--- src/rtl/control_unit_pipelined.sv ---
// control_unit_pipelined: ID-stage decoder for the pipelined RV32 core with
// an ID/EX control register and a mul/div sequencer.
// Ports:
//   clk, rst           - clock, asynchronous active-high reset
//   instrD             - instruction in ID
//   flushE             - turns the next ID/EX capture into a bubble
//   ImmSrcD            - immediate format (combinational from instrD)
//   *E outputs         - registered ID/EX control fields
//   mdStartE           - one-cycle pulse on the first EX cycle of an M op
//   illegalE           - instruction in EX is illegal (travels as a NOP)
//   stallMD            - mul/div busy, front end must hold while high
module control_unit_pipelined #(
    parameter bit          ENABLE_M    = 1'b1,
    parameter int unsigned MUL_LATENCY = 1,
    parameter int unsigned DIV_LATENCY = 33
) (
    input  logic        clk,
    input  logic        rst,
    input  logic [31:0] instrD,
    input  logic        flushE,
    output logic [2:0]  ImmSrcD,
    output logic        RegWriteE,
    output logic        MemWriteE,
    output logic        ALUSrcE,
    output logic        ALUSrcAE,
    output logic        branchE,
    output logic        jumpE,
    output logic        jalrE,
    output logic [1:0]  ResultSrcE,
    output logic [4:0]  ALUControlE,
    output logic [2:0]  AddressingControlE,
    output logic        mdStartE,
    output logic        illegalE,
    output logic        stallMD
);

    localparam int unsigned MAX_LAT = (MUL_LATENCY > DIV_LATENCY) ? MUL_LATENCY : DIV_LATENCY;
    localparam int unsigned CNT_W   = $clog2(MAX_LAT + 1);

    localparam logic [CNT_W-1:0] MUL_CNT   = CNT_W'(MUL_LATENCY - 1);
    localparam logic [CNT_W-1:0] DIV_CNT   = CNT_W'(DIV_LATENCY - 1);
    localparam bit               MUL_MULTI = (MUL_LATENCY > 32'd1);
    localparam bit               DIV_MULTI = (DIV_LATENCY > 32'd1);

    localparam logic [6:0] OP_R      = 7'b0110011;
    localparam logic [6:0] OP_IMM    = 7'b0010011;
    localparam logic [6:0] OP_LOAD   = 7'b0000011;
    localparam logic [6:0] OP_STORE  = 7'b0100011;
    localparam logic [6:0] OP_BRANCH = 7'b1100011;
    localparam logic [6:0] OP_JAL    = 7'b1101111;
    localparam logic [6:0] OP_JALR   = 7'b1100111;
    localparam logic [6:0] OP_LUI    = 7'b0110111;
    localparam logic [6:0] OP_AUIPC  = 7'b0010111;

    localparam logic [6:0] F7_BASE   = 7'b0000000;
    localparam logic [6:0] F7_ALT    = 7'b0100000;
    localparam logic [6:0] F7_MULDIV = 7'b0000001;

    localparam logic [2:0] IMM_I = 3'b000;
    localparam logic [2:0] IMM_S = 3'b001;
    localparam logic [2:0] IMM_B = 3'b010;
    localparam logic [2:0] IMM_J = 3'b011;
    localparam logic [2:0] IMM_U = 3'b100;

    localparam logic [4:0] ALU_ADD  = 5'b00000;
    localparam logic [4:0] ALU_SUB  = 5'b00001;
    localparam logic [4:0] ALU_AND  = 5'b00010;
    localparam logic [4:0] ALU_OR   = 5'b00011;
    localparam logic [4:0] ALU_XOR  = 5'b00100;
    localparam logic [4:0] ALU_SLT  = 5'b00101;
    localparam logic [4:0] ALU_SLTU = 5'b00110;
    localparam logic [4:0] ALU_SLL  = 5'b00111;
    localparam logic [4:0] ALU_SRL  = 5'b01000;
    localparam logic [4:0] ALU_BGE  = 5'b01001;
    localparam logic [4:0] ALU_BGEU = 5'b01010;
    localparam logic [4:0] ALU_SRA  = 5'b01011;
    localparam logic [4:0] ALU_BNE  = 5'b01100;
    localparam logic [4:0] ALU_LUI  = 5'b01111;

    typedef struct packed {
        logic       reg_write;
        logic       mem_write;
        logic       alu_src;
        logic       alu_src_a;
        logic       branch;
        logic       jump;
        logic       jalr;
        logic [1:0] result_src;
        logic [4:0] alu_control;
        logic [2:0] addr_ctrl;
        logic       md_start;
        logic       illegal;
    } ctrl_t;

    typedef enum logic {IDLE, BUSY} state_t;

    logic [6:0] opcode;
    logic [2:0] funct3;
    logic [6:0] funct7;
    logic       unused_instr;

    assign opcode       = instrD[6:0];
    assign funct3       = instrD[14:12];
    assign funct7       = instrD[31:25];
    assign unused_instr = ^{instrD[24:15], instrD[11:7]};

    state_t           state_q;
    logic [CNT_W-1:0] cnt_q;
    ctrl_t            ctrl_q;
    ctrl_t            ctrl_d;
    logic [2:0]       imm_src_d;
    logic             md_op_d;
    logic             md_long_d;
    logic [CNT_W-1:0] md_cnt_d;
    logic             bad_d;

    // funct3 -> ALU op shared by R-type (funct7=0) and OP-IMM
    function automatic logic [4:0] base_alu(input logic [2:0] f3);
        case (f3)
            3'b000:  base_alu = ALU_ADD;
            3'b001:  base_alu = ALU_SLL;
            3'b010:  base_alu = ALU_SLT;
            3'b011:  base_alu = ALU_SLTU;
            3'b100:  base_alu = ALU_XOR;
            3'b101:  base_alu = ALU_SRL;
            3'b110:  base_alu = ALU_OR;
            default: base_alu = ALU_AND;
        endcase
    endfunction

    // Instruction decode and legality check
    always_comb begin
        ctrl_d    = '0;
        imm_src_d = IMM_I;
        md_op_d   = 1'b0;
        bad_d     = 1'b0;
        case (opcode)
            OP_R: begin
                ctrl_d.reg_write = 1'b1;
                case (funct7)
                    F7_BASE: ctrl_d.alu_control = base_alu(funct3);
                    F7_ALT: begin
                        if (funct3 == 3'b000)      ctrl_d.alu_control = ALU_SUB;
                        else if (funct3 == 3'b101) ctrl_d.alu_control = ALU_SRA;
                        else                       bad_d = 1'b1;
                    end
                    F7_MULDIV: begin
                        if (ENABLE_M) begin
                            ctrl_d.alu_control = {2'b10, funct3};
                            md_op_d            = 1'b1;
                        end else begin
                            bad_d = 1'b1;
                        end
                    end
                    default: bad_d = 1'b1;
                endcase
            end
            OP_IMM: begin
                ctrl_d.reg_write   = 1'b1;
                ctrl_d.alu_src     = 1'b1;
                ctrl_d.alu_control = base_alu(funct3);
                if (funct3 == 3'b001 && funct7 != F7_BASE) bad_d = 1'b1;
                if (funct3 == 3'b101) begin
                    if (funct7 == F7_ALT)       ctrl_d.alu_control = ALU_SRA;
                    else if (funct7 != F7_BASE) bad_d = 1'b1;
                end
            end
            OP_LOAD: begin
                ctrl_d.reg_write  = 1'b1;
                ctrl_d.result_src = 2'b01;
                ctrl_d.alu_src    = 1'b1;
                ctrl_d.addr_ctrl  = funct3;
                if (!(funct3 inside {3'b000, 3'b001, 3'b010, 3'b100, 3'b101})) bad_d = 1'b1;
            end
            OP_STORE: begin
                ctrl_d.mem_write = 1'b1;
                ctrl_d.alu_src   = 1'b1;
                ctrl_d.addr_ctrl = funct3;
                imm_src_d        = IMM_S;
                if (!(funct3 inside {3'b000, 3'b001, 3'b010})) bad_d = 1'b1;
            end
            OP_BRANCH: begin
                ctrl_d.branch = 1'b1;
                imm_src_d     = IMM_B;
                case (funct3)
                    3'b000:  ctrl_d.alu_control = ALU_SUB;
                    3'b001:  ctrl_d.alu_control = ALU_BNE;
                    3'b100:  ctrl_d.alu_control = ALU_SLT;
                    3'b101:  ctrl_d.alu_control = ALU_BGE;
                    3'b110:  ctrl_d.alu_control = ALU_SLTU;
                    3'b111:  ctrl_d.alu_control = ALU_BGEU;
                    default: bad_d = 1'b1;
                endcase
            end
            OP_JAL: begin
                ctrl_d.jump       = 1'b1;
                ctrl_d.reg_write  = 1'b1;
                ctrl_d.result_src = 2'b10;
                imm_src_d         = IMM_J;
            end
            OP_JALR: begin
                ctrl_d.jump       = 1'b1;
                ctrl_d.jalr       = 1'b1;
                ctrl_d.reg_write  = 1'b1;
                ctrl_d.alu_src    = 1'b1;
                ctrl_d.result_src = 2'b10;
                if (funct3 != 3'b000) bad_d = 1'b1;
            end
            OP_LUI: begin
                ctrl_d.reg_write   = 1'b1;
                ctrl_d.alu_src     = 1'b1;
                ctrl_d.alu_control = ALU_LUI;
                imm_src_d          = IMM_U;
            end
            OP_AUIPC: begin
                ctrl_d.reg_write = 1'b1;
                ctrl_d.alu_src_a = 1'b1;
                ctrl_d.alu_src   = 1'b1;
                imm_src_d        = IMM_U;
            end
            default: bad_d = 1'b1;
        endcase
        // Illegal instructions travel down the pipe as a flagged NOP
        if (bad_d) begin
            ctrl_d         = '0;
            ctrl_d.illegal = 1'b1;
            md_op_d        = 1'b0;
        end
        ctrl_d.md_start = md_op_d;
    end

    // funct3[2] separates the divide group from the multiply group
    assign md_long_d = md_op_d && (funct3[2] ? DIV_MULTI : MUL_MULTI);
    assign md_cnt_d  = funct3[2] ? DIV_CNT : MUL_CNT;

    // ID/EX register and mul/div sequencer
    always_ff @(posedge clk or posedge rst) begin
        if (rst) begin
            state_q <= IDLE;
            cnt_q   <= '0;
            ctrl_q  <= '0;
        end else if (flushE) begin
            state_q <= IDLE;
            cnt_q   <= '0;
            ctrl_q  <= '0;
        end else if (state_q == BUSY) begin
            ctrl_q.md_start <= 1'b0;
            cnt_q           <= cnt_q - CNT_W'(1);
            if (cnt_q == CNT_W'(1)) state_q <= IDLE;
        end else begin
            ctrl_q <= ctrl_d;
            if (md_long_d) begin
                state_q <= BUSY;
                cnt_q   <= md_cnt_d;
            end
        end
    end

    assign ImmSrcD            = imm_src_d;
    assign stallMD            = (state_q == BUSY);
    assign RegWriteE          = ctrl_q.reg_write;
    assign MemWriteE          = ctrl_q.mem_write;
    assign ALUSrcE            = ctrl_q.alu_src;
    assign ALUSrcAE           = ctrl_q.alu_src_a;
    assign branchE            = ctrl_q.branch;
    assign jumpE              = ctrl_q.jump;
    assign jalrE              = ctrl_q.jalr;
    assign ResultSrcE         = ctrl_q.result_src;
    assign ALUControlE        = ctrl_q.alu_control;
    assign AddressingControlE = ctrl_q.addr_ctrl;
    assign mdStartE           = ctrl_q.md_start;
    assign illegalE           = ctrl_q.illegal;

endmodule

--- config.mk ---
export PLATFORM = sky130hd
export DESIGN_NAME = control_unit_pipelined
export DESIGN_NICKNAME = d
export VERILOG_FILES = /design/src/rtl/control_unit_pipelined.sv
export SDC_FILE = /design/constraint.sdc
export NUM_CORES = 1
export LEC_CHECK = 0
export CAP_MARGIN = 20
export CORE_MARGIN = 8
export CORE_UTILIZATION = 40
export DETAILED_ROUTE_END_ITERATION = 10
export PLACE_DENSITY = 0.73
export SLEW_MARGIN = 10
export SYNTH_ARGS = -nofsm -noshare
export SYNTH_HDL_FRONTEND = slang
export SYNTH_SLANG_ARGS = --single-unit
--- constraint.sdc ---
create_clock -name clk -period 1.9 [get_ports clk]
set_input_delay 0.19 -clock clk [delete_from_list [all_inputs] [get_ports clk]]
set_output_delay 0.19 -clock clk [all_outputs]
set_load 0.01 [all_outputs]
==> summary.md, run 1 <==
| Metric | Value |
|---|---|
| Status | finished, final reports clean |
| Fin crit share | 0.9747 |
| CP endpoint kind | register |
| Final Slew Violations | 0 |
| Syn avg cell area | roughly 9 µm² |
| Vias in the first global route | about 1800 |
| Max frequency | 540.0 MHz |
| Cell variety after synth | 62 |
| CTS tree | yes |
| Filler cell count | 350 |
| Initial DRT Pass Iterations | 4 |
| Post-place setup slack | -634.1 ps |
| PortBufs | 42 |
| Storage cell area | 625.6 µm² |
| Share of flip-flops with an asynchronous set or reset | 1.000 |
| Antenna diodes | 0 |
| Post-DP HPWL | 3903 µm |
| Fin util | 0.6336 |
| Final setup fails | 0 |
| Crit path max fanout | 10 |
| Critical path required time | 2060 ps |
| Largest net degree at the start of global routing | 26 |
| Hold slack final | 262.5 ps |
| Synth area leaders | dfrtp_1 37%, a32o_1 4.1%, o21ai_0 3.8%, nand2_1 3.1%, nor2_1 2.8% |
| Layout area overhead | 56.61% |
| Multi-input logic area | roughly 1100 µm² |
| Setup TNS | 0 ps |
| Syn Std Cell Area | 1713 µm² |
| Die Height | just over 80 µm |
| PnR worst setup slack | 48.02 ps |
| First-pass GRT wire length | 8721 µm |
| Clock latency on the worst-skew pair | 260 ps |
| RSZ-0062 raised after global routing | no |
| Routed wire length | 5388 µm |
| Gr usage total | 0.1640 |
| CTS max path bufs | 2 |
| Relative slew slack | 0.7027 |
| GR Overflow Total | 0 |
| R2R depth | 3 |
| Rows | 24 |
| Pwr Total | 1.100 mW |
| Core box area | 4234 µm² |
| R2R Setup Slk | 300 ps |
| Via count | roughly 1900 |
| Worst setup SP type | input pin |
| Num CTS Buffers | 3 |
| Yosys warnings | 0 |
| DR vias/cell | 5.718 |
| Setup Skew | 3.752 ps |
| Synth Flop Type | dfrtp_1 |
| NumNets Final | 312 |
| #FFs+latches synth | 25 |
| Number of synthesized flops with an enable pin | 0 |
| Post-Layout Cell Count | 326 |
| Worst EP arrival | 2010 ps |
| Max-cap violations | 0 |
| Root buffer cell | clkbuf_8 |
| Type of the worst setup path | input pin to register |
| Post-synth top area share | 0.3652 |
| Leakage | around 1.1 nW |
| Starting Density | 0.4046 |
| CTS H-tree lvls | 1 |
| Die X | approximately 81 µm |
| Synth Instances | 188 |
| Sink Count | 25 |
| Per-cell routed wire length | 16.53 µm |
| # DRC | 0 |
| Die area | between 6000 and 7000 µm² |
| Layout cell share with drive strength beyond 1 | 0.3066 |
| Worst slew pin tran | 442.3 ps |
| Mapped Nets | approximately 230 |
| Design area | 2683 µm² |
| Yosys top cell by area | dfrtp_1 |
| Pwr dens | 410.0 nW/µm² |
| VDD IR-drop max | around 0.28 mV |
| Placed cells | approximately 310 |
| Area after DPL | 2446 µm² |
| GPL Wtd Cong | 0.8474 |
| Worst Hold Class | input pin to asynchronous set/reset pin |
| Initial antenna violation count | 0 |
| Most frequent cell after synthesis | dfrtp_1 |
| Initial detailed-routing violation count | between 100 and 150 |
| Top post-synthesis cells by count | 25 x dfrtp_1, 14 x nand2_1, 13 x nor2_1, 13 x o21ai_0, 8 x a21oi_1 |
| Ports | 58 |
| Fin. Hold Viols | 0 |
| Sequential-to-total area share from yosys stat | 0.3652 |
| Routed Antenna Nets | 0 |
| CTS clk-pin slew, worst paths | 90 ps |
| Crit path time final | 1852 ps |
==> state kept, by name (all words and copies together) (netlist names), 2 cells and up <==
signal              cells
cnt_q                   6
ResultSrcE              2
AddressingControlE      3
ALUControlE             5
==> power breakdown <==
group | switching, mW | internal [mW] | leakage (nW) | total [mW]
clock network | 0.165 | 0.150 | 0.0228 | 0.315
logic | 0.129 | 0.122 | 0.776 | 0.251
registers | 0.000837 | 0.533 | 0.347 | 0.534
total | 0.295 | 0.805 | 1.15 | 1.10
==> area by class of cell <==
cell class	count	area share
tap	52	0.02425
multi-input combinational	145	0.4123
clock buffer	4	0.01679
inverter	6	0.008396
sequential	25	0.2332
timing repair buffer	94	0.3050
==> path summary, 6_finish.rpt <==
kind                                       from                                 to
max in group asynchronous                   rst                  stallMD$_DFF_PP0_
min reg2reg                cnt_q[4]$_DFFE_PP0P_               cnt_q[4]$_DFFE_PP0P_
max                                   instrD[2]  AddressingControlE[0]$_DFFE_PP0P_
min                                         rst  AddressingControlE[0]$_DFFE_PP0P_
min in group clk                      instrD[6]              MemWriteE$_DFFE_PP0P_
max reg2reg                   stallMD$_DFF_PP0_              MemWriteE$_DFFE_PP0P_
==> critical path, stage by stage <==
cell and delay [ps]:
dlygate4sd2_1 280, nand4bb_1 260, buf_4 190, nand2b_1 200, a211oi_2 290, buf_4 170, nor3b_4 40, buf_12 130
a32o_1 250
==> cells by family (layout without fill, tap and decap cells) <==
group	count (synthesis)	count (layout)	synth area share
AOI/OAI and AO/OA	62	62	0.2710
xor gates and xnor gates	4	4	0.02046
adders and majority gates	2	2	0.01461
buffers and inverters	18	104	0.04821
DFF	25	25	0.3652
and+or+nand+nor	77	77	0.2805
==> placed cells by master, fill, tap and decap left out, types with 5 or more instances in the layout <==
cell type        count
nand2b_1             6
nor2b_1              5
dlygate4sd2_1       10
dfrtp_1             25
nor2_1              12
inv_1                6
clkdlybuf4s50_1     23
buf_4               47
nor3_1               5
o21ai_0             12
a32o_1               7
nand2_1             13
a21oi_1              8
==> metal layers <==
| metal | wire, µm | global-route usage | vias to the layer above |
|---|---|---|---|
| li1 | - | - | 900 |
| met1 | 2268 | 0.2049 | 889 |
| met2 | 2756 | 0.2896 | 63 |
| met3 | 270 | 0.01860 | 12 |
| met4 | 93 | 0.04643 | 0 |
| met5 | 0 | 0 | - |
==> repair_timing <==
| item | in CTS | in global routing |
|---|---|---|
| hold buffers | 0 | 0 |
| setup endpoints to repair | 28 | 17 |
| setup buffers | 9 | 2 |
| resized for setup | 40 | 15 |
| pin swaps | 6 | 7 |
(Power assumes the default switching activity.)
==> run 2: changes to the inputs <==
--- a/config.mk
+++ b/config.mk
@@ -9,6 +9,7 @@
 export CORE_MARGIN = 8
 export CORE_UTILIZATION = 40
 export DETAILED_ROUTE_END_ITERATION = 10
+export GPL_TIMING_DRIVEN = 0
 export PLACE_DENSITY = 0.73
 export SLEW_MARGIN = 10
 export SYNTH_ARGS = -nofsm -noshare
==> summary.md, run 2 (same netlist as run 1, synthesis figures left out) <==
| Metric | Value |
|---|---|
| Worst setup SP type | input pin |
| Cts hold-fix bufs | 0 (unchanged) |
| Post-place setup slack | -727.5 ps (-93.40 ps) |
| CTS max path bufs | 2 (unchanged) |
| Worst slew pin tran | 513.1 ps (+70.76 ps) |
| Crit path time final | 1857 ps (+5.205 ps) |
| Root buffer cell | clkbuf_8 |
| Crit-path leading delay family | compound AO/OA/AOI/OAI gates |
| CTS clk-pin slew, worst paths | 90 ps (about the same) |
| Leakage | 0.9977 nW (-13%) |
| Max-cap violations | 0 (unchanged) |
| Num CTS Buffers | 3 (unchanged) |
| Worst Hold Class | input pin to asynchronous set/reset pin |
| Die area | 6632 µm² (unchanged) |
| RSZ-0062 raised after global routing | no |
| WP depth | 7 (-2) |
| Post-DP HPWL | 3712 µm (-4.9%) |
| Pwr dens | 440.4 nW/µm² (+7.4%) |
| Type of the worst setup path | input pin to register |
| Hold slack final | 160.5 ps (-102.0 ps) |
| Max frequency | 538.4 MHz (-0.28%) |
| Routed Antenna Nets | 0 (unchanged) |
| Initial antenna violation count | 0 (unchanged) |
| Fin. Hold Viols | 0 (unchanged) |
| DR vias/cell | 6.067 (+6.1%) |
| Per-cell routed wire length | 18.04 µm (+9.2%) |
| Relative slew slack | 0.6553 (-0.04735) |
| Sink Count | 25 (unchanged) |
| Final Slew Violations | 0 (unchanged) |
| Status | finished, final reports clean |
| Pwr Total | 1.081 mW (-1.7%) |
| Via count | 1808 (-3.0%) |
| Crit. Startpoint | instrD[5] |
| Critical path required time | 2080 ps (+20 ps) |
| R2R depth | 4 (+1) |
| Design area | 2454 µm² (-8.5%) |
| Final setup fails | 0 (unchanged) |
| GR Util met2 | 0.2689 (-0.02068) |
| R2R Setup Slk | 90 ps (-210 ps) |
| GR Util met3 | 0.02626 (+0.007659) |
| NumNets Final | 284 (-9.0%) |
| CP max stage cell | or3b_1 |
| Setup Skew | 1.254 ps (-2.498 ps) |
| Grt met1 use | 0.2160 (+0.01111) |
| Worst setup path endpoint | MemWriteE$_DFFE_PP0P_ |
| Register bank with the most flops | cnt_q |
| Reg2Reg Capture Point | MemWriteE$_DFFE_PP0P_ |
| Layout cell share with drive strength beyond 1 | 0.2398 (-0.06673) |
| Routed wire length | 5376 µm (-0.22%) |
| Clock latency on the worst-skew pair | 270 ps (about the same) |
| CP endpoint kind | register |
| Worst EP arrival | 2030 ps (+20 ps) |
| GR Overflow Total | 0 (unchanged) |
| Worst r2r src | stallMD$_DFF_PP0_ |
| PortBufs | 41 (-2.4%) |
| Starting Density | 0.4046 (unchanged) |
| VDD IR-drop max | 0.2419 mV (-15%) |
| Vias in the first global route | 1688 (-7.2%) |
| CTS tree | yes |
| Most frequent cells in the layout | 25 x dfrtp_1, 24 x clkdlybuf4s50_1, 14 x buf_4 |
| Rows | 24 (unchanged) |
| CP Buf/Inv Count | 2 (-2) |
| Layout area overhead | 43.24% |
| Crit path max fanout | 5 (-5) |
| Core box area | 4234 µm² (unchanged) |
| Max FFs per register | 6 (unchanged) |
| Antenna diodes | 0 (unchanged) |
| CTS H-tree lvls | 1 (unchanged) |
| Crit-path cells | clkdlybuf4s15_1 > nand3b_1 > a2111oi_2 > a2111oi_4 > or3b_1 > buf_6 > o41ai_4 |
| Largest net degree at the start of global routing | 26 (unchanged) |
| First-pass GRT wire length | 8714 µm (about the same) |
| Die Height | 81.44 µm (unchanged) |
| Gr busiest metal | met2 |
| Fin util | 0.5795 (-0.05408) |
| Die X | 81.44 µm (unchanged) |
| Ports | 58 (unchanged) |
| # DRC | 0 (unchanged) |
| Initial DRT Pass Iterations | 4 (unchanged) |
| Filler cell count | 383 (+9.4%) |
| Area after DPL | 2188 µm² (-11%) |
| Crit path largest cell delay | 400 ps (+110 ps) |
| GPL Wtd Cong | 0.9493 (+12%) |
| PnR worst setup slack | 42.81 ps (-5.205 ps) |
| Initial detailed-routing violation count | 137 (+20%) |
| Gr usage total | 0.1654 (+0.001408) |
| Fin crit share | 0.9775 (+0.002739) |
| Commonest non-fill, non-tap cell in the layout | dfrtp_1 |
[run 2: cell types whose count changed in the layout (fill, tap and decap cells not counted), sizes merged]
cell	change
dlymetal6s2s	-3
clkbuf	+10
dlygate4sd2	-4
clkdlybuf4s50	+1
clkdlybuf4s15	-1
buf	-31
[run 2: how the worst min path moves through the flow]
stage | startpoint | to | slack, ps | depth (start not counted)
floorplan | rst | ALUControlE[0]$_DFFE_PP0P_ | 220 | 1
global placement | MemWriteE$_DFFE_PP0P_ | MemWriteE$_DFFE_PP0P_ | 460 | 2
detailed placement | jalrE$_DFFE_PP0P_ | jalrE$_DFFE_PP0P_ | 480 | 2
CTS | instrD[4] | jalrE$_DFFE_PP0P_ | 280 | 4
global route | rst | ResultSrcE[0]$_DFFE_PP0P_ | 180 | 2
finish | rst | ResultSrcE[0]$_DFFE_PP0P_ | 160 | 2
[run 2: power breakdown]
part           total [mW]  internal (mW)  switching, mW
registers           0.535          0.533        0.00126
logic               0.222         0.0933          0.128
clock network       0.324          0.150          0.174
total                1.08          0.777          0.304
[run 2: final cells by class]
type	count	area [µm²]	area share
well taps	52	65.06	0.02652
clock buffers	4	45.04	0.01836
inverters	6	22.52	0.009179
flip-flops and latches	25	625.6	0.2550
plain buffers	12	93.84	0.03825
multi-input cells	145	1131	0.4610
repair buffers	54	470.5	0.1917
[run 2: per-stage QoR]
stage	std cells	TNS, ps
after floorplan	188	0
after global placement	281	-14720
after detailed placement	281	-16170
after CTS	294	0
after global routing	298	0
final	298	0
[run 2: routing by layer]
layer | part of all wire | vias up | routed length [µm]
li1 | - | 844 | -
met1 | 0.45 | 878 | 2413
met2 | 0.48 | 75 | 2597
met3 | 0.053 | 11 | 283
met4 | 0.015 | 0 | 82
met5 | 0 | - | 0
[run 2: repair_timing]
item                       4_1_cts  5_1_grt
setup buffers                    9        3
pin swaps                       10        6
hold endpoints to repair         0        0
resized for setup               58       22
setup endpoints to repair       28       14
[run 2: worst reg2reg max path: cells and delay by family (launching register included)]
| kind | cells | cell delay [ps] |
|---|---|---|
| compound gates | 2 | 660 |
| buf+inv | 1 | 150 |
| flops | 1 | 520 |
| simple gates | 1 | 400 |
